[src/rtl/ps_pc_stack.sv]
// ---------------------------------------------------------------------------
// ps_pc_stack : hardware PC / ureg stack for the program sequencer.
//
// Each cycle the push/pop requests are classified into one of five
// operations (IDLE, PUSH, POP, REPLACE, ERR). A pop result is registered and
// accompanied by a one-cycle valid strobe. Overflow/underflow attempts leave
// the stack untouched and set sticky flags that only ps_stk_clr or reset
// clear. If a new error coincides with the clear, the flag stays set.
//
// Ports
//   clk             : single clock, rising edge active
//   reset           : synchronous active-low reset
//   ps_pshstck      : push request (one entry per cycle)
//   ps_popstck      : pop request (one entry per cycle)
//   ps_stk_din      : push data
//   ps_stk_clr      : clears the sticky overflow/underflow flags
//   ps_stk_dout     : registered popped value, held between pops
//   ps_stk_dout_vld : one-cycle strobe for a valid pop result
//   ps_stk_top      : combinational top entry, 0 when empty
//   ps_stk_lvl      : occupancy, 0..DEPTH
//   ps_stk_empty    : lvl == 0
//   ps_stk_full     : lvl == DEPTH
//   ps_stk_ovf      : sticky, push attempted while full
//   ps_stk_udf      : sticky, pop attempted while empty
// ---------------------------------------------------------------------------
module ps_pc_stack #(
  parameter int DEPTH = 16,
  parameter int WIDTH = 16
) (
  input  logic             clk,
  input  logic             reset,
  input  logic             ps_pshstck,
  input  logic             ps_popstck,
  input  logic [WIDTH-1:0] ps_stk_din,
  input  logic             ps_stk_clr,
  output logic [WIDTH-1:0] ps_stk_dout,
  output logic             ps_stk_dout_vld,
  output logic [WIDTH-1:0] ps_stk_top,
  output logic [5:0]       ps_stk_lvl,
  output logic             ps_stk_empty,
  output logic             ps_stk_full,
  output logic             ps_stk_ovf,
  output logic             ps_stk_udf
);

  localparam int         AW      = (DEPTH > 1) ? $clog2(DEPTH) : 1;
  localparam logic [5:0] LVL_MAX = 6'(DEPTH);

  typedef enum logic [2:0] {
    OP_IDLE    = 3'd0,
    OP_PUSH    = 3'd1,
    OP_POP     = 3'd2,
    OP_REPLACE = 3'd3,
    OP_ERR     = 3'd4
  } op_e;

  // Storage and state
  logic [WIDTH-1:0] r_mem [DEPTH];
  logic [5:0]       r_lvl;
  logic [WIDTH-1:0] r_dout;
  logic             r_vld;
  logic             r_ovf;
  logic             r_udf;

  // Combinational control
  op_e              w_op;
  logic             w_empty;
  logic             w_full;
  logic             w_set_ovf;
  logic             w_set_udf;
  logic             w_wr_en;
  logic             w_pop_vld;
  logic [AW-1:0]    w_wr_idx;
  logic [AW-1:0]    w_top_idx;
  logic [5:0]       w_lvl_nxt;
  logic [WIDTH-1:0] w_top;

  assign w_empty   = (r_lvl == 6'd0);
  assign w_full    = (r_lvl == LVL_MAX);
  // Only meaningful when not empty; the wrap at lvl=0 is masked by w_empty.
  assign w_top_idx = AW'(r_lvl - 6'd1);

  // Top-of-stack view; zero when empty so stale entries never leak out.
  always_comb begin
    w_top = {WIDTH{1'b0}};
    if (w_empty) begin
      w_top = {WIDTH{1'b0}};
    end else begin
      w_top = r_mem[w_top_idx];
    end
  end

  // Classify the request pair into one operation and detect error events.
  always_comb begin
    w_op      = OP_IDLE;
    w_set_ovf = 1'b0;
    w_set_udf = 1'b0;
    case ({ps_pshstck, ps_popstck})
      2'b11: begin
        // Replace on an empty stack degenerates into a push plus underflow.
        if (w_empty) begin
          w_op      = OP_PUSH;
          w_set_udf = 1'b1;
        end else begin
          w_op      = OP_REPLACE;
        end
      end
      2'b10: begin
        if (w_full) begin
          w_op      = OP_ERR;
          w_set_ovf = 1'b1;
        end else begin
          w_op      = OP_PUSH;
        end
      end
      2'b01: begin
        if (w_empty) begin
          w_op      = OP_ERR;
          w_set_udf = 1'b1;
        end else begin
          w_op      = OP_POP;
        end
      end
      default: begin
        w_op = OP_IDLE;
      end
    endcase
  end

  // Per-operation datapath controls: write enable/index, next level, pop strobe.
  always_comb begin
    w_lvl_nxt = r_lvl;
    w_wr_en   = 1'b0;
    w_wr_idx  = AW'(r_lvl);
    w_pop_vld = 1'b0;
    case (w_op)
      OP_PUSH: begin
        w_wr_en   = 1'b1;
        w_wr_idx  = AW'(r_lvl);
        w_lvl_nxt = r_lvl + 6'd1;
      end
      OP_POP: begin
        w_lvl_nxt = r_lvl - 6'd1;
        w_pop_vld = 1'b1;
      end
      OP_REPLACE: begin
        w_wr_en   = 1'b1;
        w_wr_idx  = w_top_idx;
        w_pop_vld = 1'b1;
      end
      default: begin
        w_lvl_nxt = r_lvl;
      end
    endcase
  end

  // Level, popped data, valid strobe and sticky flags.
  always_ff @(posedge clk) begin
    if (!reset) begin
      r_lvl  <= 6'd0;
      r_dout <= {WIDTH{1'b0}};
      r_vld  <= 1'b0;
      r_ovf  <= 1'b0;
      r_udf  <= 1'b0;
    end else begin
      r_lvl <= w_lvl_nxt;
      r_vld <= w_pop_vld;
      if (w_pop_vld) begin
        r_dout <= w_top;
      end else begin
        r_dout <= r_dout;
      end
      // Set dominates clear.
      r_ovf <= w_set_ovf | (r_ovf & ~ps_stk_clr);
      r_udf <= w_set_udf | (r_udf & ~ps_stk_clr);
    end
  end

  // Entry storage; not reset, hidden behind lvl after reset.
  always_ff @(posedge clk) begin
    if (reset && w_wr_en) begin
      r_mem[w_wr_idx] <= ps_stk_din;
    end
  end

  assign ps_stk_dout     = r_dout;
  assign ps_stk_dout_vld = r_vld;
  assign ps_stk_top      = w_top;
  assign ps_stk_lvl      = r_lvl;
  assign ps_stk_empty    = w_empty;
  assign ps_stk_full     = w_full;
  assign ps_stk_ovf      = r_ovf;
  assign ps_stk_udf      = r_udf;

endmodule

[config.mk]
export PLATFORM = sky130hd
export DESIGN_NAME = ps_pc_stack
export DESIGN_NICKNAME = d
export VERILOG_FILES = /design/src/rtl/ps_pc_stack.sv
export SDC_FILE = /design/constraint.sdc
export NUM_CORES = 1
export LEC_CHECK = 0
export CORE_MARGIN = 5
export CORE_UTILIZATION = 50
export CTS_CLUSTER_SIZE = 30
export DETAILED_ROUTE_END_ITERATION = 8
export PLACE_DENSITY = 0.68
export SLEW_MARGIN = 15
export SYNTH_ARGS = -nofsm -noshare
export SYNTH_HDL_FRONTEND = slang
export SYNTH_SLANG_ARGS = --single-unit
[constraint.sdc]
create_clock -name clk -period 11.5 [get_ports clk]
set_input_delay 2.3 -clock clk [delete_from_list [all_inputs] [get_ports clk]]
set_output_delay 2.3 -clock clk [all_outputs]
set_load 0.02 [all_outputs]
== Word level (Yosys, flattened, before mapping) ==
Memory sizes are Yosys's and may differ from the RTL's.
Index checks and enable logic that the tools add are counted.
W data, S select, Z words.

* Bits in registers: 25
* RAM bits: 256
* Input bits: 21
* Output and inout port bits: 43
* Word-level logic and storage cells: 41
* Memories kept: 1

* $add $sub $neg: 2
* Eq/ne operators: 7
* Muxes and demuxes: 15
* Bitwise gates (word level): 5
* Reductions and logical operators: 6

{| class="wikitable"
|+ Memory list
! name !! words !! width !! rd ports !! clocked after memory_dff !! wr ports !! RTL line !! text
|-
| r_mem || 16 || 16 || 1 || 0 || 1 || 58 || <nowiki>logic [WIDTH-1:0] r_mem [DEPTH];</nowiki>
|}

{| class="wikitable"
|+ Operator list
! kind !! count
|-
| $mux W16 || 1
|-
| $pmux W6 S2 || 1
|-
| $pmux W3 S3 || 1
|-
| $mux W1 || 8
|-
| $add A6 B1 Y6 const B || 1
|-
| $eq A3 B2 Y1 const B || 2
|-
| $eq A6 B5 Y1 const B || 1
|-
| $logic_not A6 Y1 || 1
|-
| $mux W3 || 2
|-
| $reduce_or A2 Y1 || 3
|-
| $sub A6 B1 Y6 const B || 1
|-
| $eq A2 B2 Y1 const B || 2
|-
| $mux W4 || 1
|-
| $eq A3 B1 Y1 const B || 1
|-
| $and A1 B1 Y1 || 2
|-
| $eq A2 B1 Y1 const B || 1
|-
| $mux W2 || 1
|-
| $or A1 B1 Y1 || 2
|-
| $reduce_bool A2 Y1 || 1
|-
| $logic_and A1 B1 Y1 || 1
|-
| $not A1 Y1 || 1
|}

== Depth between registers and ports, before layout ==
* Word-level depth: 9
* Depth in mapped cells: 12
* Depth with buffers taken out: 7

== Worst setup path before layout ==
OpenSTA, ideal clock, no wires.

* Path type: register -> output
* From: register r_lvl[0] (netlist: ps_stk_lvl[0])
* To: output ps_stk_top[15]
* Arrival time: 2765 ps
* Data required time: 9200 ps
* Path slack: 6435 ps
* Stages on the path, launching flop included: 13
* Buffers on the path: 5
* Path through: dfxtp_1 > inv_1 > clkbuf_1 > clkbuf_1 > ha_1 > buf_2 > buf_2 > buf_2 > mux2i_1 > nand3_1 > nand4_1 > mux2_2 > nor2_1

* Longest elaborated chain between the ends: 3
* Elaborated cells on any way between the ends: 4
* Those cells by class: 1 x add/sub; 1 x mux; 1 x reduce/logical; 1 x memory

{| class="wikitable"
|+ RTL lines
! what !! RTL line !! text
|-
| start, declared || 59 || <nowiki>logic [5:0] r_lvl;</nowiki>
|-
| start signal, assigned || 166 || <nowiki>r_lvl <= w_lvl_nxt;</nowiki>
|-
| $sub A6 B1 Y6 || -- ||
|-
| $mem_v2 Z16 W16 || -- ||
|-
| $mux W16 (*) || 86 || <nowiki>if (w_empty) begin</nowiki>
|-
| end, declared || 38 || <nowiki>output logic [WIDTH-1:0] ps_stk_top,</nowiki>
|}

Mark *: on every way between the ends. The rest lies on a longest branch, timed or not.

== Worst setup path after layout ==
* From: register r_lvl[1] (netlist: ps_stk_lvl[1])
* To: output ps_stk_top[3]

The elaborated chain is that of the path after synthesis.

==> implementation parameters <==
Parameter                              Value

Status
  Result of the run ... finished clean

Power
  Proportion of power drawn by the clock network ... between 20 and 25%
  Switching part of the total power ... approximately two fifths
  Pint ... between 2 and 3 mW
  Total design power ... 4.17 mW
  Leakage power figure ... between 4 and 5 nW
  Sequential fraction of design power ... 30.3%
  Switching power summed over all nets ... 1.61 mW
  Power density over the cells ... 305 nW/µm²
  Peak supply drop ... around 240 µV
  Comb power frac ... a little under half

Layout
  Number of inserted diodes ... 0
  Most common library cell in the layout ignoring fill and taps ... edfxtp_1
  Share of cells above drive strength 1 ... 10.7%
  Final-stage net count ... 869
  Fillcell total ... between 1500 and 2000
  Area grow syn2layout ... 16.4%
  Commonest cells after routing, fill and taps aside ... edfxtp_1 (256), mux2i_1 (147), nand3_1 (128), clkdlybuf4s50_1 (63), and4_1 (30)

Timing
  Number of failing hold endpoints at the final stage ... 0
  Max_slew headroom ... slightly below 20%
  Transition time at the pin with the least slew margin ... between 1000 and 1500 ps
  Setup TNS after final layout ... 0 ps
  Share of the cycle needed by the critical path after routing ... 59.7%
  Final period demand of the worst path ... 6870 ps
  Number of setup violations in the final report ... 0
  Timing-limited maximum frequency ... roughly 0.15 GHz
  Number of pins with negative max-slew slack in the final report ... 0
  Setup Skew ... around 12 ps
  Setup repair after global routing missed its margin ... no

Global routing
  Number of global-route vias before repair ... 6764
  Remaining Overflow, GRT ... 0
  Maximum number of pins on one net before global-route repair ... ~80
  Global-route wire length before repair ... 39.2 mm
  Overall fraction of global-route tracks in use ... about a fifth
  Number of antenna violations at the first check in global routing ... 1

Floorplan
  Die boundary height ... approximately 160 µm
  Effective utilization at floorplan ... between 50% and 60%
  Full die area ... approximately 27000 µm²
  Cell Rows ... between 50 and 60
  Core region area ... ~23000 µm²
  Count of pins on the block boundary ... between 60 and 70
  Horizontal extent of the die ... 163 µm

CTS
  Hold buffers post-CTS ... 0
  CTS clock-pin slew for the worst setup and hold paths ... around 70 ps
  Root Buffer Master ... clkbuf_16
  Inserted Clock Buffers ... 28
  Number of instances resized during post-cts repair ... 0
  Buffers inserted by post-CTS timing repair ... 0
  Clk Latency, worst-skew pair ... around 530 ps
  Number of levels the H-tree was split into ... 1
  Buffer levels on the longest clock path ... 3
  CTS tree ... yes
  TritonCTS sink count ... roughly 280

Logic synthesis
  Synthesized net count ... a little over 800
  Number of distinct library cell variants in the gate-level netlist after synthesis ... 46
  Area share of the largest cell type after synthesis ... between 60% and 70%
  Seq/Total Area, Yosys ... a little over two thirds
  Async S/R FF share, synth ... 0%
  Yosys warning count ... 0
  Mean cell area of the mapped netlist ... 14.9 µm²
  Synthesized area ... about 12000 µm²
  Gate count after technology mapping ... approximately 790
  Predominant post-synthesis flop cell ... edfxtp_1
  FF+latch count, synth ... 281
  Most area-consuming cells after synthesis ... edfxtp_1 (65%), mux2i_1 (13%), nand3_1 (5.5%)
  Number of synthesized flops with an enable pin ... roughly 260
  Cell taking the most area after synthesis ... edfxtp_1

Setup path
  Reg-to-reg setup timing slack ... about 7500 ps
  Worst setup path class ... flop to output port
  Startpoint of the most critical register-to-register path ... ps_stk_lvl[1]
  Dominant delay contributor by cell family on the critical path ... buffers and inverters
  Worst EP required ... ~9000 ps
  Kind of launch point of the worst setup path ... flop
  Destination of the critical timing path ... ps_stk_top[3]
  Depth of the worst register-to-register path ... 8
  Series of cell instances along the critical path ... inv_1, ha_4, buf_4, mux2i_1, nand3_1, and4_1, mux2i_1, nor2_1, clkdlybuf4s50_1
  Critical path buffer and inverter count ... 3
  Max stage delay on crit path ... a little over 1000 ps
  Critical path depth in cells ... 9
  Cell seen most often among critical-path stages ... mux2i_1
  Capturing element type of the critical path ... output port
  Worst Path Arrival ... between 4000 and 5000 ps
  Critical R2R Capture ... r_mem[8][3]
  Crit-path max FO ... 66
  Startpoint of the most critical setup path ... ps_stk_lvl[1]
  Cell with the largest stage delay on the worst path ... ha_4

Routing
  Vias/cell ... 5.72
  Total vias in the final route ... 6792
  First-pass DRT Iterations ... 5
  Number of routed nets with antenna violations ... 0
  Number of DRC markers in iteration 0 ... 550
  Avg WL per Cell ... about 22 µm
  Post-detailed-routing wire length ... roughly 26 mm
  Residual DRC count ... 0

Placed design
  Post-detail-place hpwl ... about 15 mm
  Gpl congestion ... 0.786
  Port-buffer cells ... 63

Min path
  Class of the worst hold path ... flop to flop

Flow run
  Count of max-cap constraint violations ... 0
[metrics by stage]
step / hold slack [ps] / utilization [%] / cells / instance area, µm² / setup WS [ps]
3_5_place_dp: 490 / 54.7 / 1135 / 12700 / 5120
2_1_floorplan: 551 / - / 789 / 11700 / 6430
6_report: 498 / 58.7 / 1187 / 13700 / 4630
5_1_grt: 524 / 58.7 / 1187 / 13700 / 4340
3_3_place_gp: 482 / 54.7 / 1135 / 12700 / 5210
4_1_cts: 500 / 58.7 / 1187 / 13700 / 4560
[cell usage after synthesis, types with 2 or more instances]
master      n
nor2_1     35
nand4_1     4
nor2b_1     2
buf_2      24
nand2_1    19
and4_1     30
a21boi_0    2
nor3_1      2
mux2i_1   147
nor4_1      3
clkbuf_1   27
ha_1        2
xnor2_1     3
a21oi_1    17
a31oi_1     2
inv_1       7
edfxtp_1  256
and3_1      3
o211ai_2    2
a32oi_1     2
xor2_4      3
nand2b_1    2
o21ai_0    17
and2_1      3
buf_4       3
nand3_1   128
dfxtp_1    25
[cells by family (layout without fill, tap and decap cells)]
logic type | after synthesis | in the layout | synth area share [%]
XOR/XNOR | 8 | 8 | 1.14
buffers and inverters | 63 | 142 | 2.43
flip-flops | 281 | 281 | 69.8
AND/OR/NAND/NOR | 239 | 239 | 11.2
multiplexers | 148 | 148 | 12.6
AO/OA/AOI/OAI | 48 | 48 | 2.63
adder cells (fa/ha/maj) | 2 | 2 | 0.213
[state kept, by name, indices dropped and copies added (netlist names)]
signal	flops
r_mem	256
ps_stk_dout	16
ps_stk_lvl	6
ps_stk_dout_vld	1
ps_stk_ovf	1
ps_stk_udf	1
[power groups by stage]
stage	logic, mW	clock network [mW]	registers [mW]
final	1.99	0.915	1.26
after global routing	2.13	0.972	1.27
after CTS	2.01	0.931	1.26
after detailed placement	2.00	0	1.28
after global placement	1.96	0	1.28
after floorplan	1.31	0	1.31
[per-layer routing]
metal  wire length (µm)  vias to the layer above  GRT usage, %
met5                 13                        -             0
met4                428                        2          4.31
met3               1570                       42          3.13
met2              12600                      213          33.4
met1              11000                     3392          25.4
li1                   -                     3143             -
[worst min-delay path by stage]
stage,startpoint,to,depth (start not counted)
after floorplan,ps_stk_ovf,ps_stk_ovf,2
after global placement,ps_stk_ovf,ps_stk_ovf,2
after detailed placement,ps_stk_ovf,ps_stk_ovf,2
after CTS,ps_stk_ovf,ps_stk_ovf,2
after global routing,ps_stk_ovf,ps_stk_ovf,2
final,ps_stk_ovf,ps_stk_ovf,2
[tightest hold or removal path, cell delays in order, from the launching register on]
cell and delay, ps:
dfxtp_1 320, nand2b_1 60, a21boi_0 70
[layout make-up]
class                           count  area [µm²]  area share, %
Sequential cell                   281        8190           59.9
Multi-Input combinational cell    445        3330           24.4
Timing Repair Buffer               83         781           5.71
Clock buffer                       34         744           5.45
Tap cell                          319         399           2.92
Clock inverter                     18         193           1.41
Inverter                            7        26.3          0.192
No activity file was read; power rests on OpenSTA's default activity.
